<file path="config.mk">
export PLATFORM = sky130hd
export DESIGN_NAME = mem_access_stage
export DESIGN_NICKNAME = d
export VERILOG_FILES = /design/src/rtl/rv_mem_pkg.sv /design/src/rtl/load_store_align.sv /design/src/rtl/mem_access_stage.sv
export SDC_FILE = /design/constraint.sdc
export NUM_CORES = 1
export LEC_CHECK = 0
export CORE_AREA = 2 2 240 242
export DETAILED_ROUTE_END_ITERATION = 8
export DIE_AREA = 0 0 242 244
export MAX_ROUTING_LAYER = met4
export PLACE_DENSITY = 0.54
export SLEW_MARGIN = 20
export SYNTH_ARGS = -nofsm -noshare
export SYNTH_HDL_FRONTEND = slang
export SYNTH_SLANG_ARGS = --single-unit
</file>
<file path="constraint.sdc">
create_clock -name clk -period 10.1 [get_ports clk]
set_input_delay 2.525 -clock clk [delete_from_list [all_inputs] [get_ports clk]]
set_output_delay 2.525 -clock clk [all_outputs]
set_load 0.02 [all_outputs]
</file>
<file path="src/rtl/rv_mem_pkg.sv">
// Shared encodings for the MEM stage: funct3 codes, access sizes, FSM states
// and the records held while a bus access is outstanding.
package rv_mem_pkg;

    localparam logic [2:0] F3_BEQ = 3'b000;
    localparam logic [2:0] F3_BNE = 3'b001;
    localparam logic [2:0] F3_BLT = 3'b100;
    localparam logic [2:0] F3_BGE = 3'b101;

    localparam logic [2:0] F3_LB  = 3'b000;
    localparam logic [2:0] F3_LH  = 3'b001;
    localparam logic [2:0] F3_LW  = 3'b010;
    localparam logic [2:0] F3_LD  = 3'b011;
    localparam logic [2:0] F3_LBU = 3'b100;
    localparam logic [2:0] F3_LHU = 3'b101;
    localparam logic [2:0] F3_LWU = 3'b110;

    localparam logic [2:0] F3_SB  = 3'b000;
    localparam logic [2:0] F3_SH  = 3'b001;
    localparam logic [2:0] F3_SW  = 3'b010;
    localparam logic [2:0] F3_SD  = 3'b011;

    typedef enum logic [1:0] {SZ_B = 2'b00, SZ_H = 2'b01, SZ_W = 2'b10, SZ_D = 2'b11} size_e;

    typedef enum logic [1:0] {ST_IDLE, ST_ACCESS, ST_WAIT} state_e;

    typedef struct packed {
        logic        we;
        logic        reg_write;
        logic        mem_to_reg;
        logic [4:0]  rd;
        logic [2:0]  funct3;
        logic [63:0] alu_result;
        logic [63:0] wdata;
        logic [7:0]  wstrb;
    } pend_t;

    typedef struct packed {
        logic        reg_write;
        logic        mem_to_reg;
        logic [4:0]  rd;
        logic [63:0] alu_result;
        logic [63:0] read_data;
    } wb_t;

    function automatic size_e size_of(input logic [2:0] funct3);
        return size_e'(funct3[1:0]);
    endfunction

endpackage

</file>
<file path="src/rtl/load_store_align.sv">
// Byte-lane steering for the data bus: store strobe/data shift, alignment
// check, and load lane extraction with sign or zero extension.
module load_store_align
    import rv_mem_pkg::*;
(
    input  logic [2:0]  funct3_i,
    input  logic [2:0]  offset_i,
    input  logic [63:0] store_data_i,
    input  logic [63:0] load_raw_i,
    output logic [7:0]  wstrb_o,
    output logic [63:0] wdata_o,
    output logic        misaligned_o,
    output logic [63:0] load_data_o
);

    logic [5:0]  shamt;
    logic [63:0] lane;

    assign shamt   = {offset_i, 3'b000};
    assign wdata_o = store_data_i << shamt;
    assign lane    = load_raw_i >> shamt;

    always_comb begin
        misaligned_o = 1'b0;
        case (size_of(funct3_i))
            SZ_B:    misaligned_o = 1'b0;
            SZ_H:    misaligned_o = offset_i[0];
            SZ_W:    misaligned_o = |offset_i[1:0];
            SZ_D:    misaligned_o = |offset_i;
            default: misaligned_o = 1'b0;
        endcase
    end

    always_comb begin
        wstrb_o = 8'h00;
        case ({1'b0, funct3_i[1:0]})
            F3_SB:   wstrb_o = 8'h01 << offset_i;
            F3_SH:   wstrb_o = 8'h03 << offset_i;
            F3_SW:   wstrb_o = 8'h0F << offset_i;
            F3_SD:   wstrb_o = 8'hFF;
            default: wstrb_o = 8'h00;
        endcase
    end

    always_comb begin
        load_data_o = lane;
        case (funct3_i)
            F3_LB:   load_data_o = {{56{lane[7]}}, lane[7:0]};
            F3_LBU:  load_data_o = {56'd0, lane[7:0]};
            F3_LH:   load_data_o = {{48{lane[15]}}, lane[15:0]};
            F3_LHU:  load_data_o = {48'd0, lane[15:0]};
            F3_LW:   load_data_o = {{32{lane[31]}}, lane[31:0]};
            F3_LWU:  load_data_o = {32'd0, lane[31:0]};
            F3_LD:   load_data_o = lane;
            default: load_data_o = lane;
        endcase
    end

endmodule

</file>
<file path="src/rtl/mem_access_stage.sv">
// RISC-V MEM stage: branch resolution, req/ack data-memory access with
// timeout, hazard stall, and the MEM/WB pipeline register.
module mem_access_stage
    import rv_mem_pkg::*;
#(
    parameter int TIMEOUT = 16,
    parameter int ADDR_W  = 64
) (
    input  logic              clk,
    input  logic              reset,
    input  logic              RegWrite,
    input  logic              MemtoReg,
    input  logic              Branch,
    input  logic              Zero,
    input  logic              MemWrite,
    input  logic              MemRead,
    input  logic              Is_Greater,
    input  logic [63:0]       PCplusimm,
    input  logic [63:0]       ALU_result,
    input  logic [63:0]       WriteData,
    input  logic [3:0]        funct_in,
    input  logic [4:0]        rd,
    output logic              pc_src,
    output logic [63:0]       branch_target,
    output logic              stall,
    output logic              dmem_req,
    output logic              dmem_we,
    output logic [ADDR_W-1:0] dmem_addr,
    output logic [63:0]       dmem_wdata,
    output logic [7:0]        dmem_wstrb,
    input  logic [63:0]       dmem_rdata,
    input  logic              dmem_ack,
    output logic              RegWrite_wb,
    output logic              MemtoReg_wb,
    output logic [63:0]       read_data_wb,
    output logic [63:0]       alu_result_wb,
    output logic [4:0]        rd_wb,
    output logic              misalign_err,
    output logic              bus_err
);

    localparam int CNT_W = (TIMEOUT > 1) ? $clog2(TIMEOUT) : 1;
    localparam logic [CNT_W-1:0] CNT_LAST = CNT_W'(TIMEOUT - 1);

    state_e           state_q, state_d;
    pend_t            pend_q, pend_d;
    wb_t              wb_q, wb_d;
    logic [CNT_W-1:0] cnt_q, cnt_d;
    logic             misalign_q, misalign_d;
    logic             bus_err_q, bus_err_d;

    logic [2:0]  funct3;
    logic        in_idle, mem_op, rd_nz, start, done, expired, taken;
    logic [2:0]  sel_funct3, sel_offset;
    logic [7:0]  al_wstrb;
    logic [63:0] al_wdata, al_load;
    logic        al_misaligned;
    logic        unused_funct7;

    assign funct3        = funct_in[2:0];
    assign unused_funct7 = funct_in[3];
    assign in_idle       = (state_q == ST_IDLE);
    assign mem_op        = MemRead | MemWrite;
    assign rd_nz         = (rd != 5'd0);

    // Once the request is latched the aligner works from the held copy, so
    // the load lane is picked with the offset and size the bus was given.
    assign sel_funct3 = in_idle ? funct3 : pend_q.funct3;
    assign sel_offset = in_idle ? ALU_result[2:0] : pend_q.alu_result[2:0];

    load_store_align u_align (
        .funct3_i     (sel_funct3),
        .offset_i     (sel_offset),
        .store_data_i (WriteData),
        .load_raw_i   (dmem_rdata),
        .wstrb_o      (al_wstrb),
        .wdata_o      (al_wdata),
        .misaligned_o (al_misaligned),
        .load_data_o  (al_load)
    );

    assign start   = in_idle & mem_op & ~al_misaligned;
    assign done    = (state_q == ST_WAIT) & dmem_ack;
    assign expired = (state_q == ST_WAIT) & ~dmem_ack & (cnt_q == CNT_LAST);

    always_comb begin
        taken = 1'b0;
        case (funct3)
            F3_BEQ:  taken = Zero;
            F3_BNE:  taken = ~Zero;
            F3_BLT:  taken = ~Zero & ~Is_Greater;
            F3_BGE:  taken = Zero | Is_Greater;
            default: taken = 1'b0;
        endcase
    end

    assign pc_src        = Branch & taken & in_idle;
    assign branch_target = PCplusimm;

    always_comb begin
        // NOTE: every next-state signal is defaulted first so no path through the case can infer a latch.
        state_d    = state_q;
        pend_d     = pend_q;
        wb_d       = wb_q;
        cnt_d      = cnt_q;
        misalign_d = 1'b0;
        bus_err_d  = 1'b0;
        case (state_q)
            ST_IDLE: begin
                if (start) begin
                    pend_d.we         = MemWrite;
                    pend_d.reg_write  = RegWrite & rd_nz;
                    pend_d.mem_to_reg = MemtoReg;
                    pend_d.rd         = rd;
                    pend_d.funct3     = funct3;
                    pend_d.alu_result = ALU_result;
                    pend_d.wdata      = al_wdata;
                    pend_d.wstrb      = al_wstrb;
                    state_d           = ST_ACCESS;
                end else begin
                    wb_d.reg_write  = RegWrite & rd_nz & ~(mem_op & al_misaligned);
                    wb_d.mem_to_reg = MemtoReg;
                    wb_d.rd         = rd;
                    wb_d.alu_result = ALU_result;
                    wb_d.read_data  = '0;
                    misalign_d      = mem_op & al_misaligned;
                end
            end
            ST_ACCESS: begin
                cnt_d   = '0;
                state_d = ST_WAIT;
            end
            ST_WAIT: begin
                if (dmem_ack) begin
                    wb_d.reg_write  = pend_q.reg_write;
                    wb_d.mem_to_reg = pend_q.mem_to_reg;
                    wb_d.rd         = pend_q.rd;
                    wb_d.alu_result = pend_q.alu_result;
                    wb_d.read_data  = pend_q.we ? 64'd0 : al_load;
                    state_d         = ST_IDLE;
                end else if (cnt_q == CNT_LAST) begin
                    wb_d.reg_write  = 1'b0;
                    wb_d.mem_to_reg = pend_q.mem_to_reg;
                    wb_d.rd         = pend_q.rd;
                    wb_d.alu_result = pend_q.alu_result;
                    wb_d.read_data  = '0;
                    bus_err_d       = 1'b1;
                    state_d         = ST_IDLE;
                end else begin
                    cnt_d = cnt_q + 1'b1;
                end
            end
            default: state_d = ST_IDLE;
        endcase
    end

    always_ff @(posedge clk) begin
        // NOTE: non-blocking assignments so every register samples the values from before this edge.
        if (reset) begin
            state_q    <= ST_IDLE;
            pend_q     <= '0;
            wb_q       <= '0;
            cnt_q      <= '0;
            misalign_q <= 1'b0;
            bus_err_q  <= 1'b0;
        end else begin
            state_q    <= state_d;
            pend_q     <= pend_d;
            wb_q       <= wb_d;
            cnt_q      <= cnt_d;
            misalign_q <= misalign_d;
            bus_err_q  <= bus_err_d;
        end
    end

    // Request and stall drop in the reset cycle itself, not one edge later.
    assign dmem_req   = ~reset & ((state_q == ST_ACCESS) | (state_q == ST_WAIT));
    assign stall      = ~reset & (start | (state_q == ST_ACCESS) |
                                  ((state_q == ST_WAIT) & ~done & ~expired));
    assign dmem_we    = pend_q.we;
    assign dmem_addr  = {pend_q.alu_result[ADDR_W-1:3], 3'b000};
    assign dmem_wdata = pend_q.wdata;
    assign dmem_wstrb = pend_q.wstrb;

    assign RegWrite_wb   = wb_q.reg_write;
    assign MemtoReg_wb   = wb_q.mem_to_reg;
    assign read_data_wb  = wb_q.read_data;
    assign alu_result_wb = wb_q.alu_result;
    assign rd_wb         = wb_q.rd;
    assign misalign_err  = misalign_q;
    assign bus_err       = bus_err_q;

endmodule

</file>
==> impl_metrics.env, run 1 <==
export IMPL_syn_area_per_cell_um2=8.210
export IMPL_rsz0062_at_grt="no"
export IMPL_final_max_slew_violation_count=0
export IMPL_first_pass_grt_wire_length_mm=95.25
export IMPL_gr_usage_all_layers=0.2153
export IMPL_drc_errors=0
export IMPL_clk_pin_slew_worst_paths_ns=0.05
export IMPL_dp_cells=2845
export IMPL_finalClockSkew_ns=0.01455
export IMPL_grt_util_met2=0.3353
export IMPL_design_portCount=616
export IMPL_worst_path_max_fanout=10
export IMPL_postCtsResizedCells=0
export IMPL_antenna_violating_nets_post_route=0
export IMPL_global_route_overflow_total=0
export IMPL_critical_path_max_stage_delay_ns=0.69
export IMPL_die_w_um=242
export IMPL_worst_endpoint_required_ns=7.58
export IMPL_cpLargestDelayFamily="buffers and inverters"
export IMPL_run_status="finished, final reports clean"
export IMPL_setup_viol_count_final=0
export IMPL_final_period_utilization=0.8232
export IMPL_power_total_mw=6.890
export IMPL_finalHoldViolations=0
export IMPL_largest_net_degree_at_the_start_of_global_routing=122
export IMPL_worstHoldPathType="flip-flop to flip-flop"
export IMPL_grt_most_used_layer="met2"
export IMPL_netlist_cell_type_count=59
export IMPL_io_buffers=483
export IMPL_synth_async_sr_flop_share=0
export IMPL_cpMaxStageDelayCell="sky130_fd_sc_hd__clkdlybuf4s50_1"
export IMPL_leakage_nw=7.676
export IMPL_finalWeightedCongestion=0.9352
export IMPL_hp_start="dmem_wdata[28]"
export IMPL_worst_endpoint_arrival_ns=5.79
export IMPL_maxCapViolations=0
export IMPL_mappedNetlistArea_um2=15940
export IMPL_synthesis_instances=1941
export IMPL_cts_root_buffer="sky130_fd_sc_hd__clkbuf_16"
export IMPL_ctsHtreeMaxLevel=2
export IMPL_area_growth_syn_to_layout_pct=32.16
export IMPL_count_leader_synth="sky130_fd_sc_hd__nand2_1"
export IMPL_drt_pre_antenna_iters=6
export IMPL_ys_warnings_count=0
export IMPL_first_global_vias=14480
export IMPL_startpoint_types="primary input"
export IMPL_finalNonFillerCells=2924
export IMPL_detailedPlace_worstSlack_ns=1.673
export IMPL_holdWs_ns=0.4525
export IMPL_number_of_flops_mapped_to_enable_cells_by_yosys=0
export IMPL_drt_first_iter_violations=1120
export IMPL_timing_worst_slew_pin_value_ns=1.153
export IMPL_synth_common_cells="sky130_fd_sc_hd__nand2_1 (304), sky130_fd_sc_hd__dfxtp_1 (290), sky130_fd_sc_hd__buf_4 (209)"
export IMPL_antenna_violations_before_repair=15
export IMPL_ys_flop_type="sky130_fd_sc_hd__dfxtp_1"
export IMPL_met1_routing_resource_usage_after_global_routing=0.2646
export IMPL_wire_length_after_detailed_routing_mm=64.87
export IMPL_cellPowerDensity_nw_per_um2=327.1
export IMPL_tritoncts="built"
export IMPL_rows=87
export IMPL_vias=15220
export IMPL_fp_dieH_um=244
export IMPL_rr_startpoint="state_q[0]"
export IMPL_timing_setup_tns_ns=0
export IMPL_route_detailed_vias_per_inst=5.205
export IMPL_cts_made_buffers=37
export IMPL_clock_fmax_ghz=0.1203
export IMPL_post_cts_setup_buffer_count=0
export IMPL_timing_setup_critical_path_class="primary input to primary output"
export IMPL_relSlewSlack=0.2312
export IMPL_cts_path_max_buffers=3
export IMPL_clock_latency_of_the_later_clocked_register_in_the_worst_skew_pair_ns=0.55
export IMPL_die_area_um2=59050
export IMPL_top_post_synthesis_cells_by_area="sky130_fd_sc_hd__dfxtp_1 (36%), sky130_fd_sc_hd__mux2i_1 (12%), sky130_fd_sc_hd__buf_4 (9.8%)"
export IMPL_yosysSeqAreaShare=0.3643
export IMPL_vdd_drop_max_mv=0.1896
export IMPL_ys_seq_elements=290
export IMPL_finish_net_count=2415
export IMPL_yosysTopAreaCell="sky130_fd_sc_hd__dfxtp_1"
export IMPL_final_critical_path_setup_slack_ns=1.786
export IMPL_core_area_um2=56170
export IMPL_timing_critical_path_buf_inv=4
export IMPL_cp_end_kind="primary output"
export IMPL_hpwlAfterDp_mm=45.50
export IMPL_drive_above_1_share=0.05527
export IMPL_crit_path_frequent_cell="sky130_fd_sc_hd__clkdlybuf4s50_1"
export IMPL_sink_count=290
export IMPL_post_route_min_period_ns=8.314
export IMPL_ctsHoldBuffers=0
export IMPL_critical_path_startpoint="funct_in[0]"
export IMPL_post_drt_wl_per_cell_um=22.18
export IMPL_yosys_area_top_type_share=0.3643
export IMPL_grt_use_met3=0.06179
export IMPL_crit_path_cell_trace="clkdlybuf4s50_1, mux2_2, inv_1, ha_1, inv_2, o311a_1, o21ai_4, a21oi_1, clkdlybuf4s50_1"
export IMPL_initial_utilization=0.2837
[layout make-up]
cell class              count  area (µm²)
fillers                  5741       35110
inverters                   7       26.28
clock inverters            10       106.4
diodes                     15       37.54
repair buffers            508        5039
multi-input cells        1284        7989
well taps                 756       945.9
clock buffers              54        1112
flip-flops and latches    290        5806
[state kept, by name, summed over array words and instances, names as in the netlist, 2 cells and up]
name / flops
dmem_wstrb: 8
state_q: 2
dmem_addr: 61
pend_q: 13
read_data_wb: 64
cnt_q: 4
dmem_wdata: 64
rd_wb: 5
alu_result_wb: 64
[logic make-up (layout without fill, tap and decap cells)]
logic type | after synthesis | after routing | synth area share
AO/OA/AOI/OAI | 488 | 488 | 0.2007
XOR/XNOR | 4 | 4 | 0.002199
adder cells (fa/ha/maj) | 12 | 12 | 0.009421
buffers and inverters | 369 | 579 | 0.1410
flip-flops | 290 | 290 | 0.3643
multiplexers | 204 | 204 | 0.1355
other | 1 | 18 | 0.0002353
AND/OR/NAND/NOR | 573 | 573 | 0.1467
[layout by cell type, fill, tap and decap left out, types with 24 or more instances in the layout]
| master | count |
|---|---|
| sky130_fd_sc_hd__nand2_1 | 302 |
| sky130_fd_sc_hd__a211oi_1 | 101 |
| sky130_fd_sc_hd__clkdlybuf4s50_1 | 482 |
| sky130_fd_sc_hd__mux2i_1 | 185 |
| sky130_fd_sc_hd__o21ai_0 | 52 |
| sky130_fd_sc_hd__a21oi_1 | 180 |
| sky130_fd_sc_hd__buf_4 | 24 |
| sky130_fd_sc_hd__nor2_1 | 164 |
| sky130_fd_sc_hd__clkbuf_16 | 39 |
| sky130_fd_sc_hd__o22ai_1 | 31 |
| sky130_fd_sc_hd__dfxtp_1 | 290 |
| sky130_fd_sc_hd__nor3_1 | 39 |
| sky130_fd_sc_hd__nand3_1 | 41 |
[worst paths after layout]
path	endpoint	slack, ns	cells after the start
setup / recovery	stall	1.79	9
hold / removal	dmem_wdata[28]	0.45	2
setup reg to reg	read_data_wb[18]	4.84	12
hold reg to reg	dmem_wdata[28]	0.45	2
[through the flow]
step | cell area [µm²] | util
2_1_floorplan | 15940 | -
3_3_place_gp | 19800 | 0.3526
3_5_place_dp | 19810 | 0.3526
4_1_cts | 21020 | 0.3743
5_1_grt | 21060 | 0.3749
6_report | 21060 | 0.3750
[power by group]
group	switching, mW	leakage [nW]	internal (mW)
clock	0.539	0.603	0.812
sequential	0.210	2.38	1.48
combinational	2.45	4.69	1.40
[worst register-to-register path, cell delays in order, from the launching register on]
cell and delay [ns]:
sky130_fd_sc_hd__dfxtp_1 0.34, sky130_fd_sc_hd__inv_1 0.15, sky130_fd_sc_hd__ha_1 0.29, sky130_fd_sc_hd__mux2_2 0.42, sky130_fd_sc_hd__ha_1 0.32, sky130_fd_sc_hd__inv_2 0.13
sky130_fd_sc_hd__o311a_1 0.67, sky130_fd_sc_hd__o21a_4 0.83, sky130_fd_sc_hd__buf_4 0.83, sky130_fd_sc_hd__or3_1 0.30, sky130_fd_sc_hd__buf_4 0.43, sky130_fd_sc_hd__a221oi_1 0.19
sky130_fd_sc_hd__a211oi_1 0.27
[metal layers]
layer  vias to the layer above  routed length [µm]
li1                       7086                   -
met4                         0                2552
met3                       132                6098
met2                       741               29490
met5                         -                   0
met1                      7261               26730
Note: power is estimated with default switching activity, not from simulation.
==> run 2: changes to the inputs <==
CORE_AREA = 2 2 242 244   (was 2 2 240 242)
DIE_AREA = 0 0 244 246   (was 0 0 242 244)
PLACE_DENSITY = 0.55   (was 0.54)
clock period = 7.55 ns   (was 10.1 ns; I/O delays follow)
==> impl_metrics.env, run 2 (synthesis gave the netlist of run 1 again) <==
export IMPL_run_status="finished, final reports clean"
export IMPL_worstHoldPathType="flip-flop to flip-flop"
export IMPL_cts_made_buffers=38
export IMPL_core_area_um2=57370
export IMPL_clock_power_share=0.203
export IMPL_crit_path_cell_trace="clkdlybuf4s50_1, mux2_2, inv_1, ha_1, inv_2, o311a_1, o21ai_4, a21oi_1, buf_4"
export IMPL_hpwlAfterDp_mm=45.34
export IMPL_power_switching_share=0.4606
export IMPL_vias=14950
export IMPL_first_pass_grt_wire_length_mm=93.72
export IMPL_cpMaxStageDelayCell="sky130_fd_sc_hd__o311a_1"
export IMPL_clock_fmax_ghz=0.1558
export IMPL_drt_pre_antenna_iters=5
export IMPL_post_route_min_period_ns=6.419
export IMPL_cp_end_kind="primary output"
export IMPL_drt_first_iter_violations=1008
export IMPL_die_w_um=244
export IMPL_worst_endpoint_arrival_ns=4.53
export IMPL_placement_stage_cell_area_um2=19850
export IMPL_io_buffers=483
export IMPL_layout_cells_most_common="sky130_fd_sc_hd__clkdlybuf4s50_1"
export IMPL_timing_setup_critical_path_class="primary input to primary output"
export IMPL_post_drt_wl_per_cell_um=21.90
export IMPL_clk_pin_slew_worst_paths_ns=0.06
export IMPL_area_growth_syn_to_layout_pct=32.86
export IMPL_antenna_violations_before_repair=12
export IMPL_antenna_violating_nets_post_route=0
export IMPL_drc_errors=0
export IMPL_finalClockSkew_ns=0.02571
export IMPL_finish_net_count=2422
export IMPL_timing_critical_path_buf_inv=4
export IMPL_die_area_um2=60020
export IMPL_wire_length_after_detailed_routing_mm=64.38
export IMPL_final_period_utilization=0.8502
export IMPL_stdcell_area_um2=21170
export IMPL_clock_latency_of_the_later_clocked_register_in_the_worst_skew_pair_ns=0.56
export IMPL_p_seq_frac=0.243
export IMPL_rows=88
export IMPL_initial_utilization=0.2778
export IMPL_critical_path_max_stage_delay_ns=0.67
export IMPL_worst_path_max_fanout=10
export IMPL_ctsHtreeMaxLevel=2
export IMPL_postCtsResizedCells=0
export IMPL_sink_count=290
export IMPL_total_switching_power_mw=4.270
export IMPL_leakage_nw=7.733
export IMPL_worst_endpoint_required_ns=5.66
export IMPL_cellPowerDensity_nw_per_um2=437.8
export IMPL_holdWs_ns=0.4498
export IMPL_design_portCount=616
export IMPL_maxCapViolations=0
export IMPL_first_global_vias=14540
export IMPL_drive_above_1_share=0.06056
export IMPL_relSlewSlack=0.2378
export IMPL_startpoint_types="primary input"
export IMPL_post_cts_setup_buffer_count=0
export IMPL_cell_internal_pwr_mw=5.001
export IMPL_finalWeightedCongestion=0.8996
export IMPL_largest_net_degree_at_the_start_of_global_routing=135
export IMPL_most_common_layout_cells="sky130_fd_sc_hd__clkdlybuf4s50_1 (481), sky130_fd_sc_hd__nand2_1 (302), sky130_fd_sc_hd__dfxtp_1 (290)"
export IMPL_power_frac_comb=0.554
export IMPL_cts_path_max_buffers=3
export IMPL_timing_setup_tns_ns=0
export IMPL_setup_viol_count_final=0
export IMPL_timing_worst_slew_pin_value_ns=1.139
export IMPL_fp_dieH_um=246
export IMPL_vdd_drop_max_mv=0.2998
export IMPL_global_route_overflow_total=0
export IMPL_cts_root_buffer="sky130_fd_sc_hd__clkbuf_16"
export IMPL_ctsHoldBuffers=0
export IMPL_cpLargestDelayFamily="compound AO/OA/AOI/OAI gates"
export IMPL_gr_usage_all_layers=0.2106
export IMPL_tritoncts="built"
export IMPL_route_detailed_vias_per_inst=5.085
export IMPL_final_max_slew_violation_count=0
export IMPL_rsz0062_at_grt="no"
export IMPL_finalHoldViolations=0
-- run 2: cell types whose count changed in the layout (fill, tap and decap cells not counted), moves of 2 or more --
cell / previous run / this run
sky130_fd_sc_hd__clkinvlp_4: 1 / 4
sky130_fd_sc_hd__diode_2: 15 / 12
sky130_fd_sc_hd__buf_4: 24 / 31
sky130_fd_sc_hd__clkbuf_16: 39 / 41
-- run 2: per-stage QoR --
stage               power [mW]  worst slack [ns]  utilization  instances
floorplan                5.835             1.679            -       1943
global placement         7.389            0.9791       0.3459       2860
detailed placement       7.446            0.9592       0.3459       2860
CTS                      9.375            0.9529       0.3685       2928
global route             9.848            0.9618       0.3691       2940
finish                   9.270             1.131       0.3691       2940
-- run 2: path summary, 6_finish.rpt --
check | cells after the start | endpoint | slack, ns | startpoint
worst min register to register | 2 | dmem_wdata[30] | 0.45 | dmem_wdata[30]
worst min-delay path | 2 | dmem_wdata[30] | 0.45 | dmem_wdata[30]
worst max register to register | 13 | state_q[1] | 2.80 | state_q[0]
worst max-delay path | 9 | stall | 1.13 | funct_in[0]
-- run 2: power groups by stage --
stage	clock network (mW)	registers [mW]	logic [mW]
final	1.88	2.25	5.13
after global placement	0	2.27	5.12
after detailed placement	0	2.29	5.16
after CTS	1.94	2.26	5.17
after global routing	2.00	2.31	5.54
after floorplan	0	2.39	3.44
-- run 2: routing by layer --
metal,up-vias,GRT usage,part of all wire
met5,-,-,0
met4,0,0.06761,0.029
met3,101,0.07113,0.092
met2,603,0.3268,0.45
met1,7142,0.2566,0.43
li1,7105,-,-
-- run 2: final cells by class --
type | count | area [µm²]
multi-input combinational | 1284 | 7976
timing repair buffer | 514 | 5081
tap | 765 | 957.2
clock buffer | 56 | 1172
clock inverter | 12 | 123.9
fill | 5853 | 36190
inverter | 7 | 26.28
antenna | 12 | 30.03
sequential | 290 | 5806
-- run 2: tightest hold or removal path: stages, from the launching register on --
cell                      delay (ns)
sky130_fd_sc_hd__dfxtp_1        0.31
sky130_fd_sc_hd__nand2_1        0.05
sky130_fd_sc_hd__a21oi_1        0.05
==> run 3: changes to the inputs <==
TNS_END_PERCENT = 10   (was default)
==> results of run 3 <==
Same layout as run 2: the final DEF is identical, and so are final timing and power.
